<file path="src/rtl/ctrl_pkg.sv">
// Shared definitions for the ALU/mux/register-file sequencers.
// Control word: [15]=0, [14:13] ALU op, [12:9] mux A, [8:5] mux B, [4:1] dest reg, [0] write enable.
package ctrl_pkg;

    localparam int unsigned CW_W     = 16;

    localparam int unsigned ALU_LSB  = 13;
    localparam int unsigned ALU_W    = 2;
    localparam int unsigned MUXA_LSB = 9;
    localparam int unsigned MUXB_LSB = 5;
    localparam int unsigned MUX_W    = 4;
    localparam int unsigned REG_LSB  = 1;
    localparam int unsigned REG_W    = 4;
    localparam int unsigned WE_LSB   = 0;

    typedef enum logic [ALU_W-1:0] {
        ALU_PASS = 2'b00,
        ALU_ADD  = 2'b01,
        ALU_SUB  = 2'b10,
        ALU_SHL  = 2'b11
    } alu_op_t;

    localparam logic [REG_W-1:0] R0 = 4'd0;
    localparam logic [REG_W-1:0] R1 = 4'd1;
    localparam logic [REG_W-1:0] R2 = 4'd2;
    localparam logic [REG_W-1:0] R3 = 4'd3;
    localparam logic [REG_W-1:0] R4 = 4'd4;

    typedef enum logic [2:0] {
        S_IDLE = 3'd0,
        S_CHK  = 3'd1,
        S_CLR  = 3'd2,
        S_SHL1 = 3'd3,
        S_SHL0 = 3'd4,
        S_SUB  = 3'd5,
        S_FIX  = 3'd6,
        S_FIN  = 3'd7
    } div_state_t;

    function automatic logic [CW_W-1:0] mk_word(
        input alu_op_t          op,
        input logic [MUX_W-1:0] a,
        input logic [MUX_W-1:0] b,
        input logic [REG_W-1:0] dst,
        input logic             we
    );
        logic [CW_W-1:0] w;
        w = '0;
        w[ALU_LSB  +: ALU_W] = op;
        w[MUXA_LSB +: MUX_W] = a;
        w[MUXB_LSB +: MUX_W] = b;
        w[REG_LSB  +: REG_W] = dst;
        w[WE_LSB]            = we;
        return w;
    endfunction

    localparam logic [CW_W-1:0] W_IDLE    = '0;
    localparam logic [CW_W-1:0] W_CHK     = mk_word(ALU_PASS, R2, R0, R0, 1'b0);
    localparam logic [CW_W-1:0] W_CLR     = mk_word(ALU_PASS, R3, R0, R1, 1'b1);
    localparam logic [CW_W-1:0] W_SHL1    = mk_word(ALU_SHL,  R1, R0, R1, 1'b1);
    localparam logic [CW_W-1:0] W_SHL0    = mk_word(ALU_SHL,  R0, R3, R0, 1'b1);
    localparam logic [CW_W-1:0] W_SUB     = mk_word(ALU_SUB,  R1, R2, R1, 1'b1);
    localparam logic [CW_W-1:0] W_RESTORE = mk_word(ALU_ADD,  R1, R2, R1, 1'b1);
    localparam logic [CW_W-1:0] W_SETQ    = mk_word(ALU_ADD,  R0, R4, R0, 1'b1);

endpackage

</file>
<file path="src/rtl/ctrl_iter_cnt.sv">
// Iteration counter for shift-based sequencers: synchronous clear/enable,
// saturates at LAST and flags terminal count.
module ctrl_iter_cnt #(
    parameter int unsigned     CNT_W = 3,
    parameter logic [CNT_W-1:0] LAST = '1
) (
    input  logic clk,
    input  logic rst,
    input  logic i_clr,
    input  logic i_en,
    output logic o_tc
);

    logic [CNT_W-1:0] r_cnt;

    always_ff @(posedge clk) begin
        if (!rst) begin
            r_cnt <= '0;
        end else if (i_clr) begin
            r_cnt <= '0;
        end else if (i_en && (r_cnt != LAST)) begin
            r_cnt <= r_cnt + 1'b1;
        end
    end

    assign o_tc = (r_cnt == LAST);

endmodule

</file>
<file path="src/rtl/control_div.sv">
// Restoring-division sequencer for the shared datapath: quotient in R0, remainder in R1.
// Start/busy/done handshake with divide-by-zero detection on the divisor in R2.
module control_div
    import ctrl_pkg::*;
#(
    parameter int unsigned WIDTH = 8,
    parameter int unsigned CNT_W = (WIDTH > 1) ? $clog2(WIDTH) : 1
) (
    input  logic            clk,
    input  logic            rst,
    input  logic            start,
    input  logic            signo,
    input  logic            div_cero,
    output logic [CW_W-1:0] o_signal,
    output logic            busy,
    output logic            done,
    output logic            err
);

    div_state_t r_state;
    logic       r_err;
    logic       w_start_ok;
    logic       w_tc;

    assign w_start_ok = (r_state == S_IDLE) && start;

    ctrl_iter_cnt #(
        .CNT_W (CNT_W),
        .LAST  (CNT_W'(WIDTH - 1))
    ) u_cnt (
        .clk   (clk),
        .rst   (rst),
        .i_clr (w_start_ok),
        .i_en  (r_state == S_FIX),
        .o_tc  (w_tc)
    );

    always_ff @(posedge clk) begin
        if (!rst) begin
            r_state <= S_IDLE;
            r_err   <= 1'b0;
        end else begin
            case (r_state)
                S_IDLE: begin
                    if (start) begin
                        r_state <= S_CHK;
                        r_err   <= 1'b0;
                    end
                end
                S_CHK: begin
                    if (div_cero) begin
                        r_state <= S_FIN;
                        r_err   <= 1'b1;
                    end else begin
                        r_state <= S_CLR;
                    end
                end
                S_CLR:   r_state <= S_SHL1;
                S_SHL1:  r_state <= S_SHL0;
                S_SHL0:  r_state <= S_SUB;
                S_SUB:   r_state <= S_FIX;
                S_FIX:   r_state <= w_tc ? S_FIN : S_SHL1;
                S_FIN:   r_state <= S_IDLE;
                default: r_state <= S_IDLE;
            endcase
        end
    end

    // FIX is the only Mealy state: restore vs. set-quotient-bit follows the borrow flag.
    always_comb begin
        o_signal = W_IDLE;
        busy     = 1'b0;
        done     = 1'b0;
        case (r_state)
            S_CHK:  begin o_signal = W_CHK;  busy = 1'b1; end
            S_CLR:  begin o_signal = W_CLR;  busy = 1'b1; end
            S_SHL1: begin o_signal = W_SHL1; busy = 1'b1; end
            S_SHL0: begin o_signal = W_SHL0; busy = 1'b1; end
            S_SUB:  begin o_signal = W_SUB;  busy = 1'b1; end
            S_FIX:  begin
                o_signal = signo ? W_RESTORE : W_SETQ;
                busy     = 1'b1;
            end
            S_FIN:  done = 1'b1;
            default: o_signal = W_IDLE;
        endcase
    end

    assign err = r_err;

endmodule
</file>
<file path="config.mk">
export PLATFORM = sky130hd
export DESIGN_NAME = control_div
export DESIGN_NICKNAME = d
export VERILOG_FILES = /design/src/rtl/ctrl_pkg.sv /design/src/rtl/ctrl_iter_cnt.sv /design/src/rtl/control_div.sv
export SDC_FILE = /design/constraint.sdc
export NUM_CORES = 1
export LEC_CHECK = 0
export ABC_AREA = 1
export CAP_MARGIN = 10
export CELL_PAD_IN_SITES_DETAIL_PLACEMENT = 1
export CELL_PAD_IN_SITES_GLOBAL_PLACEMENT = 1
export CORE_MARGIN = 5
export CORE_UTILIZATION = 26
export CTS_CLUSTER_SIZE = 20
export DETAILED_ROUTE_END_ITERATION = 10
export PLACE_DENSITY = 0.84
export SLEW_MARGIN = 10
export SYNTH_ARGS = -nofsm -noshare
export SYNTH_HDL_FRONTEND = slang
export SYNTH_HIERARCHICAL = 1
export SYNTH_SLANG_ARGS = --single-unit
</file>
<file path="constraint.sdc">
create_clock -name clk -period 1.2 [get_ports clk]
set_input_delay 0.24 -clock clk [delete_from_list [all_inputs] [get_ports clk]]
set_output_delay 0.24 -clock clk [all_outputs]
set_load 0.1 [all_outputs]
</file>
# Word level (Yosys, flattened, before mapping)
# Index checks and enable logic that the tools add are counted.
[word_totals]
regBits = 7
in_bits = 5
[op_classes]
n_addsub = 1
eq_ne = 11
muxes = 11
bitwise = 1
reduce_logical = 7
[ops]
columns = ["op", "count"]
rows = [
  ["15-bit one-hot mux with 6 select lines", 1],
  ["3-bit one-hot mux with 8 select lines", 1],
  ["3-bit equality test, second input constant", 5],
  ["10-bit 2-to-1 mux", 1],
  ["3-bit 2-to-1 mux", 3],
  ["3-bit by 2-bit equality test with 1-bit output, second input constant", 2],
  ["6-bit OR reduction", 1],
  ["1-bit 2-to-1 mux", 4],
  ["2-bit != test, second input constant", 2],
  ["3-bit by 1-bit adder with 3-bit output, second input constant", 1],
  ["3-bit by 1-bit equality test with 1-bit output, second input constant", 1],
  ["3-bit logical NOT", 1],
  ["3-bit != test, second input constant", 1],
  ["3-bit AND reduction", 1],
  ["1-bit logical AND", 2],
  ["1-bit one-hot mux with 2 select lines", 1],
  ["2-bit nonzero test", 1],
  ["2-bit OR reduction", 1],
  ["1-bit inverter", 1],
]

# Depth between registers and ports, before layout
# Gate-level depths: netlist (run 1).
[depth]
ltp_word = 3
depth_mapped = 7
ltp_nobuf = 6

# Modules after synthesis
# Netlist (run 1), hierarchy kept.
[modules_own_cells]
columns = ["mod", "instances", "cells_per_inst", "area_each_um2", "seq_area_each_um2"]
rows = [
  ["control_div", 1, 58, 370.4, 80.1],
  ["ctrl_iter_cnt", 1, 24, 162.7, 60.1],
]

# Worst setup path before layout (run 1)
# OpenSTA, ideal clock, no wires.
[synth_path]
path_kind = "reg2out"
start = "register r_state[2]"
end = "output busy"
t_arrival_ps = 2819
setup_slack_ps = -1859
stages_incl_launch_ff = 4
cell_sequence = "dfxtp_1 > inv_2 > nor2_1 > a21oi_1"
[synth_via]
elab_chain_len = 3
[synth_rtl]
columns = ["item", "line", "rtl"]
rows = [
  ["from (decl)", "control_div.sv:20", "div_state_t r_state;"],
  ["from (signal assigned)", "control_div.sv:62", "S_FIX: r_state <= w_tc ? S_FIN : S_SHL1;"],
  ["3-bit equality test (tied with other cells)", "control_div.sv:74", "case (r_state)"],
  ["6-bit OR reduction (no line) *", "--", ""],
  ["1-bit 2-to-1 mux *", "control_div.sv:74", ""],
  ["to (decl)", "control_div.sv:15", "output logic busy,"],
]
# Mark *: on every way between the ends. The rest lies on a longest branch, timed or not.

# Worst setup path after layout (run 1)
[layout_path]
start = "register r_state[0]"
end = "output o_signal[9]"
[layout_via]
elab_chain_len = 2
[layout_rtl]
columns = ["item", "line", "rtl"]
rows = [
  ["3-bit equality test (tied with other cells)", "control_div.sv:74", ""],
  ["15-bit one-hot mux with 6 select lines *", "control_div.sv:74", ""],
  ["to (decl)", "control_div.sv:14", "output logic [CW_W-1:0] o_signal,"],
]
# Marks and branches as above.

==> metrics, run 1 <==
Syn Area/Cell 6.500 sq um; clk buf depth 2; failing checks setup timing; Synth Instances around 80; Leakage Power 0.0005017 uW; Yosys Warn Count 6; H-tree depth 1; DP HPWL 1461 microns; sequential power share 17.5%; hold slack 480.4 ps; fin worst setup slack -274.9 ps; CP max-delay cell dfxtp_4; ranking of synthesized cells by area dfxtp_1, buf_4, nand2_1; prevailing post-synth register cell dfxtp_1; Post-synth ARST share 0%; GP Congestion 0.7657; Worst Setup End Kind output pin; Slew Limit Fails 0; VDD IR-drop max 811.8 uV; die extent in y 55.28 microns; Worst-Skew Late Latency 250 ps; Pre-antenna DRT Iters 2; routed vias between 500 and 600; HP Class flop to flop; status complete, but fails checks; Core Rows 16; antenna cell count 0; Detail Route Antenna Nets 0; Power Density 1587 nW/um^2; Nets between 100 and 150; Total Wirelength 1736 microns; min-delay src err; crit-path max cell delay 410 ps; GR Util All Layers 12.18%; minimum clock period roughly 1500 ps; fraction of layout cells with a size suffix above 1 54.31%; first-pass GRT wire length 3022 microns; core area 1962 sq um; initial antenna violation count 0; Hold Fails Final Rpt 0; CTS tree built; Yosys top cell by area dfxtp_1; critical path arrival 1230 ps; Avg Vias per Cell 4.154; Final Non-Filler Cells ~140; Critical Path Start r_state[0]; Clock Skew 2.155 ps; Tcrit/Tclk final 122.9%; initial core utilization 27.17%; Post-synth EDFFs 0; crit path cell chain inv_4 -> nand2_4 -> nand3_2 -> nand2_2 -> clkinvlp_4 -> buf_12; Sw Ratio 52.95%; vias in the first global route 628; die span in x 55.28 microns; wire length per cell 12.14 microns; critical path data required time 960 ps; Max Cap Viol 0; Layout area overhead 103.8%; Crit Path Max Fanout 7; Int Pwr 811.2 uW; maximum number of pins on one net before global-route repair 9; most numerous cell in the Yosys netlist nand2_1; CTS sink count 7; Residual DRC 0; register bit count reported by yosys 7; DRT iter0 DRCs 1; RSZ-0062 raised after global routing yes; fmax 678.0 MHz; Port Buffers 16; clock slew seen by the registers of the worst setup and hold paths roughly 50 ps; Worst setup SP type flop; Post-Syn Area 533.0 sq um; I/O pin count 24; TritonCTS buffer count 3; combinational share of power 70.2%; post-synthesis sequential area ratio 26.29%; part of the power in the clock network between 10% and 20%; launch point of the worst reg-to-reg path r_state[1]; gr ovfl total 0; final setup violating endpoints 11; NetSw 912.8 uW; worst slack at placement -304.2 ps; library cells used by synthesis 18; die area ~3100 sq um; synth cell count leaders nand2_1, inv_1, nor2_1, buf_4, dfxtp_1; placed insts between 100 and 150; Setup CP Type flop to output pin; top cell type's share of synthesized area 26.29%; Root Buffer clkbuf_4
[cells by family (layout without fill, tap and decap cells)]
family | count (synthesis) | in the layout | share of synthesized area, %
buffers and inverters | 25 | 53 | 26.06
other | 1 | 7 | 0.7035
flip-flops | 7 | 7 | 26.29
AND/OR/NAND/NOR | 42 | 42 | 37.56
adder cells (fa/ha/maj) | 2 | 2 | 4.694
AO/OA/AOI/OAI | 5 | 5 | 4.694
[worst paths after layout]
kind,end,slack [ps],depth (start not counted)
setup / recovery,o_signal[9],-270,6
hold / removal,err,480,2
setup reg to reg,u_cnt/r_cnt[2],50,7
hold reg to reg,err,480,2
[timing repair]
| item | in CTS | in global routing |
|---|---|---|
| pin swaps | 6 | 3 |
| buffers inserted | 2 | 2 |
| gates cloned | 0 | 0 |
| setup endpoints to repair | 17 | 14 |
| hold buffers | 0 | 0 |
| gates resized for setup | 12 | 0 |
[layer usage]
metal | track usage (%) | routed length (microns) | vias to the layer above | part of all wire [%]
li1 | - | - | 302 | -
met3 | 2.564 | 63 | 0 | 3.6
met1 | 12.08 | 631 | 279 | 36
met5 | 0 | 0 | - | 0
met2 | 24.32 | 1041 | 13 | 60
met4 | 4.167 | 0 | 0 | 0
[final cells by class]
class	instances	area, sq um
repair buffers	34	426.7
well taps	27	33.78
fillers	246	875.8
inverters	15	75.07
multi-input cells	56	371.6
clock buffers	4	26.28
flip-flops and latches	7	152.6
[flip-flops by register name (all words and copies together), names as in the netlist]
| name | flops |
|---|---|
| r_state | 3 |
| u_cnt/r_cnt | 3 |
| err | 1 |
[critical path, delay by kind of cell, from the launching register on]
family | cells | cell delay, ps
flops | 1 | 410
buf+inv | 3 | 370
simple gates | 3 | 210
[power by group through the flow]
stage / combinational [uW] / sequential, uW / clock (uW)
final: 1210 / 302 / 213
after global routing: 1260 / 306 / 239
after CTS: 1210 / 301 / 223
after detailed placement: 1180 / 301 / 0
after global placement: 1150 / 298 / 0
after floorplan: 798 / 293 / 0
[stage by stage]
| stage | power (uW) | utilization, % | setup TNS, ps | area, sq um |
|---|---|---|---|---|
| finish | 1724 | 55.36 | -2550 | 1086 |
| global route | 1803 | 55.36 | -3258 | 1086 |
| CTS | 1736 | 54.97 | -2696 | 1079 |
| detailed placement | 1479 | 51.02 | -1691 | 1001 |
| global placement | 1452 | 51.02 | -1143 | 1001 |
| floorplan | 1091 | - | -3162 | 656.9 |
[layout by cell type, fill, tap and decap left out, types with 2 or more instances in the layout]
cell / instances
ha_1: 2
nand2_2: 3
nand2_1: 11
nor2_4: 4
nor2_1: 9
dfxtp_4: 3
nand3_1: 3
nand3_2: 3
clkbuf_4: 3
nand2_4: 4
nor3_4: 2
dfxtp_1: 3
buf_12: 13
clkinvlp_4: 3
conb_1: 7
inv_1: 9
a21oi_1: 2
clkdlybuf4s50_1: 3
nor2_2: 2
buf_4: 17
No activity file was read; power rests on OpenSTA's default activity.
==> run 2: changes to the inputs <==
--- a/config.mk
+++ b/config.mk
@@ -10,12 +10,11 @@
 export CELL_PAD_IN_SITES_DETAIL_PLACEMENT = 1
 export CELL_PAD_IN_SITES_GLOBAL_PLACEMENT = 1
 export CORE_MARGIN = 5
-export CORE_UTILIZATION = 26
+export CORE_UTILIZATION = 28
 export CTS_CLUSTER_SIZE = 20
 export DETAILED_ROUTE_END_ITERATION = 10
-export PLACE_DENSITY = 0.84
+export PLACE_DENSITY = 0.85
 export SLEW_MARGIN = 10
 export SYNTH_ARGS = -nofsm -noshare
 export SYNTH_HDL_FRONTEND = slang
-export SYNTH_HIERARCHICAL = 1
 export SYNTH_SLANG_ARGS = --single-unit
==> constraint.sdc (replaced) <==
create_clock -name clk -period 1.2 [get_ports clk]
set_input_delay 0.24 -clock clk [delete_from_list [all_inputs] [get_ports clk]]
set_output_delay 0.24 -clock clk [all_outputs]
set_load 0.005 [all_outputs]
==> metrics, run 2 <==
Leakage Power 0.0005991 uW (+19%); routed vias 743 (+25%); r2r endpoint r_state[2]; number of cells on the worst hold path 2 (unchanged); wire length per cell 18.99 microns (+56%); DRT iter0 DRCs 27 (+26); most numerous cell in the Yosys netlist nand2_1; Detail Route Antenna Nets 0 (unchanged); post-synthesis sequential area ratio 23.63% (-2.7 points); clock slew seen by the registers of the worst setup and hold paths 60 ps (about the same); Post-Syn Area 593.1 sq um (+11%); critical path arrival 1290 ps (+60 ps); Synth Instances 86 (+4.9%); Power Density 673.6 nW/um^2 (-58%); hold path endpoint err; Hold Fails Final Rpt 0 (unchanged); register bit count reported by yosys 7 (unchanged); vias in the first global route 847 (+35%); first-pass GRT wire length 4360 microns (+44%); top cell type's share of synthesized area 23.63% (-2.7 points); setup TNS -3898 ps (-1347 ps); CP max-delay cell dfxtp_4; I/O pin count 24 (unchanged); GP Congestion 0.8134 (+6.2%); failing checks setup timing; Layout area overhead 96.84%; initial antenna violation count 0 (unchanged); initial core utilization 29.92% (+2.8 points); launch point of the worst reg-to-reg path r_state[1]; Worst R2R Setup Slack -290 ps (-340 ps); placed insts 143 (+5.1%); die extent in y 56.02 microns (+1.3%); HP Class flop to flop; TritonCTS buffer count 3 (unchanged); hold slack 472.6 ps (-7.822 ps); core area 1982 sq um (+1.0%); most frequent cells in the layout buf_4, buf_6, nand2_1; Crit Path Max Fanout 6 (-1); Clock Skew 6.877 ps (+4.722 ps); synth cell count leaders nand2_1, nor2_1, inv_1, buf_4, dfxtp_1; fmax 654.0 MHz (-3.5%); CTS sink count 7 (unchanged); RSZ-0062 raised after global routing yes; clk buf depth 2 (unchanged); Syn Area/Cell 6.896 sq um (+6.1%); min-delay src err; die span in x 56.02 microns (+1.3%); Tcrit/Tclk final 127.4% (+4.5 points); crit path cell chain buf_4 -> buf_6 -> nor2_8 -> nand2_4 -> nand3_2 -> buf_6; library cells used by synthesis 20 (+2); final setup violating endpoints 18 (+7); Yosys top cell by area dfxtp_1; commonest non-fill, non-tap cell in the layout buf_4; Residual DRC 0 (unchanged); ranking of synthesized cells by area dfxtp_1, nand2_1, ha_1; Nets 143 (+15%); Slew Limit Fails 0 (unchanged); Worst setup SP type flop; CTS tree built; critical path data required time 960 ps (about the same); antenna cell count 0 (unchanged); fraction of layout cells with a size suffix above 1 63.64% (+9.3 points); Final Non-Filler Cells 159 (+11%); total chip power 786.4 uW (-54%); maximum number of pins on one net before global-route repair 7 (-2); Worst Setup End Kind output pin; Post-synth EDFFs 0 (unchanged); Placed Instance Area 877.1 sq um (-12%); H-tree depth 1 (unchanged); Yosys Warn Count 0 (-6); Reg2Reg Depth 10 (+3); Port Buffers 16 (unchanged); design area 1167 sq um (+7.5%); prevailing post-synth register cell dfxtp_1; crit-path max cell delay 380 ps (-30 ps); Root Buffer clkbuf_4; Total Wirelength 3020 microns (+74%); status complete, but fails checks; minimum clock period 1529 ps (+54.08 ps); hold buffers post-CTS 0 (unchanged); gr ovfl total 0 (unchanged); Core Rows 16 (unchanged); fin worst setup slack -329.0 ps (-54.07 ps); Max Cap Viol 0 (unchanged); Post-synth ARST share 0% (unchanged); Setup CP Type flop to output pin; crit-path most repeated cell buf_6; VDD IR-drop max 583.3 uV (-28%); die area 3138 sq um (+2.7%); Pre-antenna DRT Iters 4 (+2); DP HPWL 1523 microns (+4.2%); GR Util All Layers 18.03% (+5.8 points); Worst-Skew Late Latency 260 ps (about the same); Avg Vias per Cell 4.673 (+12%)
[run 2: critical path: cells and delay by family, from the launching register on]
kind                   cells  cell delay [ps]
buffers and inverters      3              370
DFF                        1              380
and+or+nand+nor            3              270
[run 2: stage by stage]
stage / util, % / setup WS [ps]
2_1_floorplan: - / -14.70
3_3_place_gp: 44.26 / -448.0
3_5_place_dp: 44.26 / -493.4
4_1_cts: 53.41 / -258.3
5_1_grt: 58.90 / -368.5
6_report: 58.90 / -329.0
[run 2: worst max-delay path by stage]
stage	startpoint	end	slack, ps	cells past startpoint
after global routing	r_state[1]	busy	-370	6
after CTS	r_state[1]	o_signal[1]	-260	6
after global placement	signo	o_signal[1]	-450	4
final	r_state[1]	busy	-330	6
after floorplan	r_state[1]	o_signal[9]	-10	6
after detailed placement	signo	o_signal[1]	-490	4
[run 2: logic make-up after synthesis]
family          after synthesis  synth area share [%]
simple gates                 43                 36.92
other cells                   1                0.6323
buf+inv                      22                 21.52
compound gates                8                 6.750
flops                         7                 23.63
fa+ha+maj                     5                 10.55
[run 2: power breakdown]
| part | internal [uW] | switching, uW |
|---|---|---|
| clock network | 128 | 96.4 |
| logic | 152 | 153 |
| registers | 239 | 18.7 |
[run 2: final cells by class]
type	instances	area, sq um
fill	239	814.5
multi-input combinational	63	524.3
timing repair buffer	46	381.6
sequential	7	151.4
inverter	12	50.05
tap	27	33.78
clock buffer	4	26.28
[run 2: layer usage]
layer / vias up / part of all wire [%] / GRT usage (%)
met4: 0 / 3.1 / 8.475
met1: 354 / 41 / 18.57
met5: - / 0 / 0
met2: 33 / 52 / 34.72
met3: 8 / 3.9 / 2.784
li1: 348 / - / -
[run 2: repair_timing]
action | 4_1_cts | 5_1_grt
setup buffers | 7 | 6
setup endpoints to repair | 19 | 18
gates resized for setup | 89 | 15
hold endpoints to repair | 0 | 0
pin swaps | 15 | 13
